===== src/rtl/bus_pkg.sv =====
// Shared definitions for the serial bus: transfer modes, slave FSM states
// and default widths.
package bus_pkg;

   localparam int DEF_ADDR_WIDTH = 12;
   localparam int DEF_DATA_WIDTH = 8;

   localparam logic MODE_READ  = 1'b0;
   localparam logic MODE_WRITE = 1'b1;

   typedef enum logic [2:0] {
      IDLE,
      ADDR,
      WDATA,
      WR,
      RDREQ,
      RDWAIT,
      RDATA
   } state_t;

   function automatic int max2(input int a, input int b);
      return (a > b) ? a : b;
   endfunction

endpackage


===== src/rtl/slave_shift_reg.sv =====
// LSB-first shift register: serial bits enter at the MSB and move toward bit 0.
// With SERIAL_OUT set, only bit 0 (the next bit to leave) is exposed.
module slave_shift_reg #(
   parameter int WIDTH      = 8,
   parameter bit SERIAL_OUT = 1'b0
) (
   input  logic                                 clk,
   input  logic                                 rst,
   input  logic                                 i_load,
   input  logic [WIDTH-1:0]                     i_load_data,
   input  logic                                 i_shift,
   input  logic                                 i_bit,
   output logic [(SERIAL_OUT ? 1 : WIDTH)-1:0]  o_q
);

   logic [WIDTH-1:0] r_data;
   logic [WIDTH-1:0] w_next;

   generate
      if (WIDTH == 1) begin : g_single
         assign w_next = i_bit;
      end else begin : g_multi
         assign w_next = {i_bit, r_data[WIDTH-1:1]};
      end

      if (SERIAL_OUT) begin : g_serial
         assign o_q = r_data[0];
      end else begin : g_parallel
         assign o_q = r_data;
      end
   endgenerate

   // NOTE: sequential state uses non-blocking assignments so every register
   // samples pre-edge values, independent of process ordering.
   always_ff @(posedge clk) begin
      if (rst) begin
         r_data <= '0;
      end else if (i_load) begin
         r_data <= i_load_data;
      end else if (i_shift) begin
         r_data <= w_next;
      end
   end

endmodule


===== src/rtl/slave_port.sv =====
// Serial bus slave front end: deserialises address/write data, drives a
// synchronous memory port and serialises read data back to the master.
module slave_port
   import bus_pkg::*;
#(
   parameter int ADDR_WIDTH = DEF_ADDR_WIDTH,
   parameter int DATA_WIDTH = DEF_DATA_WIDTH
) (
   input  logic                  clk,
   input  logic                  rst,
   input  logic                  swdata,
   input  logic                  smode,
   input  logic                  mvalid,
   output logic                  srdata,
   output logic                  svalid,
   output logic                  sready,
   output logic [ADDR_WIDTH-1:0] mem_addr,
   output logic [DATA_WIDTH-1:0] mem_wdata,
   output logic                  mem_wen,
   output logic                  mem_ren,
   input  logic [DATA_WIDTH-1:0] mem_rdata
);

   localparam int CNT_W = $clog2(max2(ADDR_WIDTH, DATA_WIDTH) + 1);
   localparam logic [CNT_W-1:0] CNT_ONE   = CNT_W'(1);
   localparam logic [CNT_W-1:0] ADDR_LAST = CNT_W'(ADDR_WIDTH - 1);
   localparam logic [CNT_W-1:0] DATA_LAST = CNT_W'(DATA_WIDTH - 1);

   state_t                r_state;
   state_t                w_state_nxt;
   logic [CNT_W-1:0]      r_cnt;
   logic [CNT_W-1:0]      w_cnt_nxt;
   logic                  r_mode;
   logic [ADDR_WIDTH-1:0] r_mem_addr;
   logic                  w_addr_last;
   logic                  w_addr_shift;
   logic [ADDR_WIDTH-1:0] w_addr_full;
   logic [DATA_WIDTH-1:0] w_wdata_q;
   logic                  w_rd_lsb;

   assign w_addr_shift = mvalid && (r_state == IDLE || r_state == ADDR);

   // The address register holds all but the final bit; the final bit is merged
   // on the fly so mem_addr is valid in the very next cycle.
   generate
      if (ADDR_WIDTH > 1) begin : g_addr_sr
         logic [ADDR_WIDTH-2:0] w_addr_q;

         slave_shift_reg #(.WIDTH(ADDR_WIDTH - 1), .SERIAL_OUT(1'b0)) u_addr_sr (
            .clk         (clk),
            .rst         (rst),
            .i_load      (1'b0),
            .i_load_data ('0),
            .i_shift     (w_addr_shift),
            .i_bit       (swdata),
            .o_q         (w_addr_q)
         );

         assign w_addr_full = {swdata, w_addr_q};
      end else begin : g_addr_bit
         assign w_addr_full = swdata;
      end
   endgenerate

   slave_shift_reg #(.WIDTH(DATA_WIDTH), .SERIAL_OUT(1'b0)) u_wdata_sr (
      .clk         (clk),
      .rst         (rst),
      .i_load      (1'b0),
      .i_load_data ('0),
      .i_shift     (mvalid && r_state == WDATA),
      .i_bit       (swdata),
      .o_q         (w_wdata_q)
   );

   slave_shift_reg #(.WIDTH(DATA_WIDTH), .SERIAL_OUT(1'b1)) u_rdata_sr (
      .clk         (clk),
      .rst         (rst),
      .i_load      (r_state == RDWAIT),
      .i_load_data (mem_rdata),
      .i_shift     (r_state == RDATA),
      .i_bit       (1'b0),
      .o_q         (w_rd_lsb)
   );

   // NOTE: every signal gets a default before the case so no path leaves one
   // unassigned, which would otherwise infer a latch.
   always_comb begin
      w_state_nxt = r_state;
      w_cnt_nxt   = r_cnt;
      w_addr_last = 1'b0;
      case (r_state)
         IDLE: begin
            if (mvalid) begin
               if (ADDR_WIDTH == 1) begin
                  w_addr_last = 1'b1;
                  w_cnt_nxt   = '0;
                  w_state_nxt = (smode == MODE_WRITE) ? WDATA : RDREQ;
               end else begin
                  w_cnt_nxt   = CNT_ONE;
                  w_state_nxt = ADDR;
               end
            end
         end
         ADDR: begin
            if (mvalid) begin
               if (r_cnt == ADDR_LAST) begin
                  w_addr_last = 1'b1;
                  w_cnt_nxt   = '0;
                  w_state_nxt = (r_mode == MODE_WRITE) ? WDATA : RDREQ;
               end else begin
                  w_cnt_nxt = r_cnt + CNT_ONE;
               end
            end
         end
         WDATA: begin
            if (mvalid) begin
               if (r_cnt == DATA_LAST) begin
                  w_cnt_nxt   = '0;
                  w_state_nxt = WR;
               end else begin
                  w_cnt_nxt = r_cnt + CNT_ONE;
               end
            end
         end
         WR:     w_state_nxt = IDLE;
         RDREQ:  w_state_nxt = RDWAIT;
         RDWAIT: w_state_nxt = RDATA;
         RDATA: begin
            if (r_cnt == DATA_LAST) begin
               w_cnt_nxt   = '0;
               w_state_nxt = IDLE;
            end else begin
               w_cnt_nxt = r_cnt + CNT_ONE;
            end
         end
         default: begin
            w_cnt_nxt   = '0;
            w_state_nxt = IDLE;
         end
      endcase
   end

   // NOTE: reset is synchronous, so it is sampled only on the clock edge and
   // a mid-frame assertion simply returns the FSM to IDLE on the next edge.
   always_ff @(posedge clk) begin
      if (rst) begin
         r_state    <= IDLE;
         r_cnt      <= '0;
         r_mode     <= MODE_READ;
         r_mem_addr <= '0;
      end else begin
         r_state <= w_state_nxt;
         r_cnt   <= w_cnt_nxt;
         if (r_state == IDLE && mvalid) begin
            r_mode <= smode;
         end
         if (w_addr_last) begin
            r_mem_addr <= w_addr_full;
         end
      end
   end

   assign sready    = (r_state == IDLE);
   assign svalid    = (r_state == RDATA);
   assign srdata    = svalid & w_rd_lsb;
   assign mem_wen   = (r_state == WR);
   assign mem_ren   = (r_state == RDREQ);
   assign mem_addr  = r_mem_addr;
   assign mem_wdata = w_wdata_q;

endmodule


===== config.mk =====
export PLATFORM = sky130hd
export DESIGN_NAME = slave_port
export DESIGN_NICKNAME = d
export VERILOG_FILES = /design/src/rtl/bus_pkg.sv /design/src/rtl/slave_shift_reg.sv /design/src/rtl/slave_port.sv
export SDC_FILE = /design/constraint.sdc
export NUM_CORES = 1
export LEC_CHECK = 0
export CAP_MARGIN = 15
export CORE_MARGIN = 1
export CORE_UTILIZATION = 51
export CTS_CLUSTER_SIZE = 12
export DETAILED_ROUTE_END_ITERATION = 8
export PLACE_DENSITY_LB_ADDON = 0.05
export SETUP_SLACK_MARGIN = 0.2
export SLEW_MARGIN = 0
export SYNTH_ARGS = -nofsm -noshare
export SYNTH_HDL_FRONTEND = slang
export SYNTH_SLANG_ARGS = --single-unit

===== constraint.sdc =====
create_clock -name clk -period 1.95 [get_ports clk]
set_input_delay 0.195 -clock clk [delete_from_list [all_inputs] [get_ports clk]]
set_output_delay 0.195 -clock clk [all_outputs]
set_load 0.05 [all_outputs]

# Word level (Yosys, flattened, before mapping)
# Cells that the tools add are included.
totals:
  ff_bits: 47
  out_inout_bits: 25
  word_cells: 52
classes:
  addsub: 1
  eq_ne: 14
  n_mux: 19
  bitwise_logic: 2
  reduce_logical: 9
ops:
  columns: ["op", "n"]
  rows:
  - ["3-bit 2-to-1 mux", 7]
  - ["4-bit 2-to-1 mux", 5]
  - ["4-bit case mux with 5 select lines", 1]
  - ["3-bit case mux with 6 select lines", 1]
  - ["8-bit 2-to-1 mux", 2]
  - ["3-bit equality test, second input constant", 3]
  - ["3-bit by 2-bit equality test with 1-bit output, second input constant", 2]
  - ["2-bit by 1-bit != test with 1-bit output, second input constant", 3]
  - ["2-bit != test, second input constant", 3]
  - ["6-bit AND reduction", 1]
  - ["4-bit by 1-bit adder with 4-bit output, second input constant", 1]
  - ["4-bit by 3-bit equality test with 1-bit output, second input constant", 1]
  - ["4-bit equality test, second input constant", 1]
  - ["4-bit AND reduction", 1]
  - ["3-bit by 1-bit equality test with 1-bit output, second input constant", 1]
  - ["1-bit logical AND", 3]
  - ["3-bit zero test", 1]
  - ["1-bit 2-to-1 mux", 3]
  - ["3-bit OR reduction", 1]
  - ["2-bit nonzero test", 1]
  - ["1-bit AND", 1]
  - ["1-bit logical OR", 1]
  - ["1-bit NOT", 1]

# Logic depth before layout (Yosys ltp)
# Gate-level depths: netlist of the first run.
depth:
  ltp_word: 4
  ltp_mapped: 6
  mapped_depth_nobuf: 5

# Cells and area by module
# Synthesis of the first run repeated with hierarchy kept, for this count alone.
unflattened:
  hier_cells: 237
  area_unflattened_um2: 2309.7
by_module_without_submodules:
  columns: ["mod", "instances", "cells_each", "area_each_um2", "seq_area_each_um2"]
  rows:
  - ["slave_port", 1, 118, 1012.2, 400.4]
  - ["slave_shift_reg at u_rdata_sr ...", 2, 35, 369.1, 160.2]
  - ["slave_shift_reg at g_addr_sr.u_addr_sr", 1, 49, 559.3, 220.2]

# Worst setup path before layout of the first run
# OpenSTA, ideal clock, no wires.
synth_timing:
  path_kind: "register -> output"
  start: "register r_state[0]"
  end: "output port mem_wen"
  arrival_ns: 2.023
  required_ns: 1.755
  setup_slack_ns: -0.268
  stages_incl_launch_ff: 4
  path_buffers: 2
  path_cell_list: "dfxtp_1 -> buf_2 -> clkbuf_1 -> nor3b_1"
synth_between:
  elab_chain_cells: 1
synth_lines:
  columns: ["element", "line", "rtl"]
  rows:
  - ["from (decl)", "slave_port.sv:29", "state_t r_state;"]
  - ["from (signal assigned)", "slave_port.sv:152", "r_state <= w_state_nxt;"]
  - ["3-bit by 2-bit equality test with 1-bit output", "slave_port.sv:166", "assign mem_wen = (r_state == WR);"]
  - ["to (decl)", "slave_port.sv:19", "output logic mem_wen,"]
# No other way between the ends.

# Worst setup path after layout of the first run
layout_timing:
  start: "register u_wdata_sr.r_data[3], in the netlist u_wdata_sr.o_q[3]"
  end: "output port mem_wdata[3]"
layout_lines:
  columns: ["element", "line", "rtl"]
  rows:
  - ["from (decl)", "slave_shift_reg.sv:16", "logic [WIDTH-1:0] r_data;"]
  - ["from (signal assigned)", "slave_shift_reg.sv:39", "r_data <= i_load_data;"]
  - ["from (signal assigned)", "slave_shift_reg.sv:41", "r_data <= w_next;"]
  - ["to (decl)", "slave_port.sv:18", "output logic [DATA_WIDTH-1:0] mem_wdata,"]
# No word-level cell between the ends.

==> summary.txt, run 1 <==
Run status
  • Outcome: finished, final reports clean

Synth
  • Post-synthesis cell area: slightly above 2000 um2
  • Proportion of synthesized flip-flops having asynchronous set or reset: 0%
  • Mean instance size in the synthesized netlist: between 8 and 9 um2
  • Area share of the largest cell type after synthesis: 46.4%
  • Post-Syn Instances: 227
  • Library cells used by synthesis: 38
  • Area contributors post-synth: dfxtp_1 46%, mux2i_1 13%, nor2_1 6.5%
  • Count leader, synth: dfxtp_1
  • Post-synthesis sequential element count: between 40 and 50
  • Most used DFF post-synth: dfxtp_1
  • Post-synthesis sequential area ratio: a little under half
  • Top cell types by occurrence after synthesis: 47 x dfxtp_1, 35 x nor2_1, 27 x mux2i_1, 27 x nand2_1, 18 x a21oi_1
  • Post-synth EDFFs: 0
  • Post-synth top area cell: dfxtp_1
  • Post-synth net total: approximately 240
  • Synthesis warning total: 0

Detailed routing
  • Vias post-DR: 1713
  • Met1 WL: 2.04 mm
  • Routed wire length: 4.13 mm
  • Drt wl/cell: ~13 um
  • Number of DRC violations after detailed routing: 0
  • First-pass iteration count of the detailed router: 4
  • Wire length on met2: around 1.9 mm
  • Met3 wire len: 162 um
  • Vias/cell: 5.39
  • Top routing layer in use: met4
  • Number of nets with antenna violations after routing: 0
  • DRT iter0 DRCs: 97

Floorplanning
  • Number of placement rows: 22
  • IO Count: 38
  • Die area: roughly 4200 um2
  • Initial cell density of the core: 54.1%
  • Area of the core: 3740 um2
  • Die W: 65.0 um
  • Die outline height: 65.0 um

Placed design
  • Dpl cell area: between 2000 and 3000 um2
  • Final HPWL from detailed placement: 2.76 mm
  • Final weighted congestion of routability-driven global placement: just under 0.8
  • Setup slack after placement: 153 ps
  • Total of buffers placed on input and output ports: 37

STA
  • Relative slew margins: about two thirds
  • Fin crit period: 1680 ps
  • Achievable clock frequency: about 600 MHz
  • Count of final max-slew check failures: 0
  • Final worst-path cycle share: 85.9%
  • Final setup vio count: 0
  • Hold violation total from the final report: 0
  • Sum of negative setup slack: 0 ps
  • Smallest setup slack after layout: 275 ps
  • Slew at the pin closest to its max-slew limit: 502 ps
  • Worst clock skew on the final layout: 3.26 ps
  • Setup repair after global routing missed its margin: false

Min path
  • Cells on Worst Hold Path: 3
  • Worst min path class: input pin to flop

Cells and area
  • Fraction of final layout cells with drive strength greater than 1: 13.3%
  • Design area: 2630 um2
  • Area Growth Syn to Fin: 29.6%
  • Number of nets at the end of the flow: 283
  • N_diodes: 0
  • Share of the core filled with cells in the final layout: 70.2%
  • Count of filler cells inserted in the layout: approximately 320

Worst setup path
  • Worst Path Buf+Inv: 1
  • Cell type of the slowest stage on the worst timing path: clkdlybuf4s50_1
  • Critical path startpoint category: flop
  • Highest fanout seen on the critical path: 3
  • CP cell instances: clkdlybuf4s50_1
  • Endpoint class of the critical path: primary output
  • Kind of critical path: flop to primary output
  • Cell family contributing the most delay on the critical path: buffers and inverters
  • Levels on crit path: 1
  • Crit-path max cell delay: 810 ps
  • Arrival @ worst endpoint: roughly 1500 ps
  • Data required time of the worst path: about 1800 ps
  • Worst R2R Path Depth: 6

Job
  • Number of maximum-capacitance constraint violations: 0

Clock network
  • CTS tree: yes
  • Hold Buf Count CTS: 0
  • H-tree depth reported by CTS: 2
  • Root Buffer: clkbuf_8
  • Worst-case clock buffer depth: 2
  • Worst-path clk slew: around 90 ps
  • Clock net sink count: 47
  • Worst-Skew Late Latency: 290 ps
  • CTS buffer count: 5

Global routing
  • Pin count of the biggest net entering global routing: 23
  • Total gr overflow: 0
  • Tot GR Track Use: 20.6%
  • Number of antenna violations at the first check in global routing: 0
  • Wire length of the first global-routing pass: about 6.8 mm
  • Via count of the first global-routing pass: 1573

Power
  • Reported leakage power: 0.00107 uW
  • Power Density: 737 nW/um2
  • Peak supply drop: 0.592 mV
==> final cells by class <==
type	count	area [um2]	area share (%)
Clock buffer	5	68.8	2.62
Clock inverter	3	22.5	0.858
Inverter	4	15.0	0.572
Multi-Input combinational cell	160	1000	38.2
Sequential cell	47	943	35.9
Tap cell	48	60.1	2.29
Timing Repair Buffer	51	513	19.5
==> routing by layer <==
metal / GRT usage [%] / up-vias
met5: 0 / -
met4: 8.70 / 0
met3: 3.87 / 2
met2: 33.6 / 34
met1: 26.4 / 803
li1: - / 874
==> worst paths after layout <==
path | startpoint | end | slack (ps)
setup / recovery | u_wdata_sr.o_q[3]$_SDFFE_PP0P_ | mem_wdata[3] | 270
hold / removal | smode | r_mode$_SDFFE_PP0P_ | 450
setup reg to reg | r_cnt[0]$_SDFFE_PP0P_ | mem_addr[10]$_SDFFE_PP0P_ | 340
hold reg to reg | g_addr_sr.u_addr_sr.o_q[0]$_SDFFE_PP0P_ | g_addr_sr.u_addr_sr.o_q[0]$_SDFFE_PP0P_ | 460
==> logic make-up after synthesis <==
kind of cell    count (synthesis)  synth area share, %
xor+xnor                        1                0.432
mux                            27                 13.3
compound gates                 44                 13.8
fa+ha+maj                       1                0.617
buf+inv                        20                 4.75
flops                          47                 46.4
simple gates                   87                 20.6
==> where the power goes <==
group / total (uW) / leakage [uW] / internal, uW / switching, uW
sequential: 1020 / 0.000381 / 990 / 34.7
clock: 591 / 0.0000485 / 257 / 334
combinational: 319 / 0.000643 / 141 / 178
total: 1940 / 0.00107 / 1390 / 547
==> placed cells by master, fill, tap and decap left out, drive strengths merged, types with 2 or more instances in the layout <==
cell / netlist / layout
clkinv: 0 / 2
mux2i: 27 / 27
o21ai: 4 / 4
inv: 4 / 5
nand4: 2 / 2
nand2: 27 / 27
nor3b: 2 / 2
a21oi: 18 / 18
buf: 8 / 19
clkbuf: 8 / 5
and3b: 2 / 2
nor3: 3 / 3
nand3: 3 / 3
or3b: 2 / 2
nor2: 35 / 35
nand2b: 5 / 5
clkdlybuf4s50: 0 / 32
nand3b: 3 / 3
dfxtp: 47 / 47
o22ai: 2 / 2
a211oi: 9 / 9
==> state kept, by name (all words and copies together) (netlist names) <==
signal and count:
r_state 3, mem_addr 12, u_rdata_sr.r_data 8, r_mode 1, u_wdata_sr.o_q 8, r_cnt 4
g_addr_sr.u_addr_sr.o_q 11
==> timing repair <==
| action | 4_1_cts | 5_1_grt |
|---|---|---|
| buffers inserted | 0 | 2 |
| setup endpoints to repair | 1 | 3 |
| gates resized for setup | 2 | 1 |
| pin swaps | 0 | 0 |
==> through the flow <==
stage | power, uW | cells | hold WS, ps
after floorplan | 1250 | 227 | 331
after global placement | 1360 | 308 | 446
after detailed placement | 1360 | 308 | 454
after CTS | 1950 | 316 | 449
after global routing | 2030 | 318 | 462
final | 1940 | 318 | 453
Note: power is estimated with default switching activity, not from simulation.
==> inputs of run 2 (changes only) <==
- CORE_ASPECT_RATIO: default -> 2
==> summary.txt, run 2 (same netlist as run 1, synthesis figures left out) <==
Placed design
  • Total of buffers placed on input and output ports: 37
  • Setup slack after placement: 263 ps
  • Final HPWL from detailed placement: 2.86 mm
  • Final weighted congestion of routability-driven global placement: slightly below 0.9

Worst setup path
  • Reg2Reg Launch Point: r_cnt[0]$_SDFFE_PP0P_
  • Startpoint of the worst setup timing path: u_wdata_sr.o_q[7]$_SDFFE_PP0P_
  • Worst Path Buf+Inv: 1
  • Capture instance of the worst register-to-register path: mem_addr[10]$_SDFFE_PP0P_
  • Arrival @ worst endpoint: between 1000 and 1500 ps
  • Worst R2R Path Depth: 6
  • Critical path startpoint category: flop
  • Highest fanout seen on the critical path: 3
  • Data required time of the worst path: 1750 ps
  • Crit-path max cell delay: approximately 800 ps
  • Endpoint class of the critical path: primary output
  • Cell type of the slowest stage on the worst timing path: clkdlybuf4s50_1
  • CP cell instances: clkdlybuf4s50_1
  • Cell family contributing the most delay on the critical path: buffers and inverters
  • Kind of critical path: flop to primary output
  • Setup slack of the worst register-to-register path: 360 ps

STA
  • Fin crit period: 1670 ps
  • Hold violation total from the final report: 0
  • Smallest setup slack after layout: ~280 ps
  • Worst hold-check slack: 454 ps
  • Count of final max-slew check failures: 0
  • Achievable clock frequency: between 500 and 600 MHz
  • Final setup vio count: 0
  • Final worst-path cycle share: 85.7%
  • Sum of negative setup slack: 0 ps
  • Slew at the pin closest to its max-slew limit: 503 ps
  • Setup repair after global routing missed its margin: false
  • Worst clock skew on the final layout: 8.56 ps
  • Relative slew margins: between 60% and 70%

Min path
  • Worst min path class: input pin to flop
  • Hold EP: r_mode$_SDFFE_PP0P_
  • Cells on Worst Hold Path: 3
  • Hold Crit Start: smode

Detailed routing
  • Number of nets with antenna violations after routing: 0
  • Routed wire length: about 4.1 mm
  • Number of DRC violations after detailed routing: 0
  • First-pass iteration count of the detailed router: 4
  • DRT iter0 DRCs: 26
  • Vias post-DR: 1675
  • Vias/cell: 5.25
  • Drt wl/cell: roughly 13 um

Clock network
  • CTS tree: yes
  • Hold Buf Count CTS: 0
  • H-tree depth reported by CTS: 2
  • Worst-case clock buffer depth: 2
  • Worst-Skew Late Latency: 290 ps
  • Worst-path clk slew: 80 ps
  • Root Buffer: clkbuf_8
  • CTS buffer count: 5
  • Clock net sink count: 47

Cells and area
  • Max FFs per register: 12
  • Combined flip-flop and latch cell area: 947 um2
  • Number of nets at the end of the flow: 283
  • Area Growth Syn to Fin: 29.6%
  • N_diodes: 0
  • Fraction of final layout cells with drive strength greater than 1: between 10 and 15%
  • Count of filler cells inserted in the layout: 346
  • Multi-input gate area in the final layout: 1000 um2
  • Share of the core filled with cells in the final layout: 68.4%
  • Top library cells by usage in the layout, fill and taps aside: 44 x dfxtp_1, 35 x nor2_1, 32 x clkdlybuf4s50_1, 27 x nand2_1, 27 x mux2i_1
  • Commonest non-fill, non-tap cell in the layout: dfxtp_1

Global routing
  • Via count of the first global-routing pass: 1661
  • Total gr overflow: 0
  • Pin count of the biggest net entering global routing: 49
  • Tot GR Track Use: 21.7%
  • Wire length of the first global-routing pass: between 6 and 7 mm
  • Number of antenna violations at the first check in global routing: 0

Floorplanning
  • IO Count: 38
  • Initial cell density of the core: 52.7%
  • Number of placement rows: 32
  • Area of the core: 3840 um2
  • Die outline height: 91.2 um
  • Die area: 4250 um2
  • Die W: approximately 47 um

Job
  • Number of maximum-capacitance constraint violations: 0

Power
  • Overall power after layout: about 1900 uW
  • Power Density: 714 nW/um2
  • Peak supply drop: 0.823 mV
  • Reported leakage power: ~0.0011 uW

Run status
  • Outcome: finished, final reports clean
[run 2: power by group]
| part | total (uW) | leakage, uW | switching [uW] | internal (uW) |
|---|---|---|---|---|
| Combinational | 315 | 0.000646 | 170 | 144 |
| Clock | 532 | 0.0000371 | 293 | 240 |
| Sequential | 1030 | 0.000381 | 40.7 | 990 |
[run 2: routing by layer]
metal	global-route usage, %	wire, um	vias to the layer above
li1	-	-	867
met1	24.7	1840	768
met2	36.6	2090	30
met3	3.98	93	10
met4	9.56	99	0
met5	0	0	-
[run 2: area by class of cell]
cell class | instances | area share, %
multi-input combinational | 160 | 38.2
sequential | 47 | 36.0
timing repair buffer | 51 | 20.0
clock buffer | 6 | 2.76
tap | 51 | 2.43
inverter | 4 | 0.571
[run 2: how the worst max path moves through the flow]
| stage | end | depth (start not counted) | slack (ps) |
|---|---|---|---|
| CTS | srdata | 4 | 220 |
| global placement | u_wdata_sr.o_q[2]$_SDFFE_PP0P_ | 6 | 330 |
| detailed placement | u_rdata_sr.r_data[0]$_SDFFE_PP0P_ | 4 | 260 |
| floorplan | mem_wen | 3 | 190 |
| finish | mem_wdata[7] | 1 | 280 |
| global route | mem_wdata[1] | 1 | 230 |
[run 2: metrics by stage]
stage                     cell area [um2]  std cells
after CTS                            2610        317
after global placement               2530        311
after floorplan                      2040        227
final                                2630        319
after detailed placement             2530        311
after global routing                 2630        319
[run 2: timing repair]
action,4_1_cts,5_1_grt
setup buffers,0,2
endpoints found under the setup margin,2,2
cloned,0,0
pin swaps,0,0
gates resized for setup,4,1
[run 2: worst register-to-register path, stage by stage (launching register included)]
cell	delay [ps]
dfxtp_1	390
ha_2	250
and3b_1	260
nand4_1	120
buf_4	230
mux2i_1	170
nor2_1	60
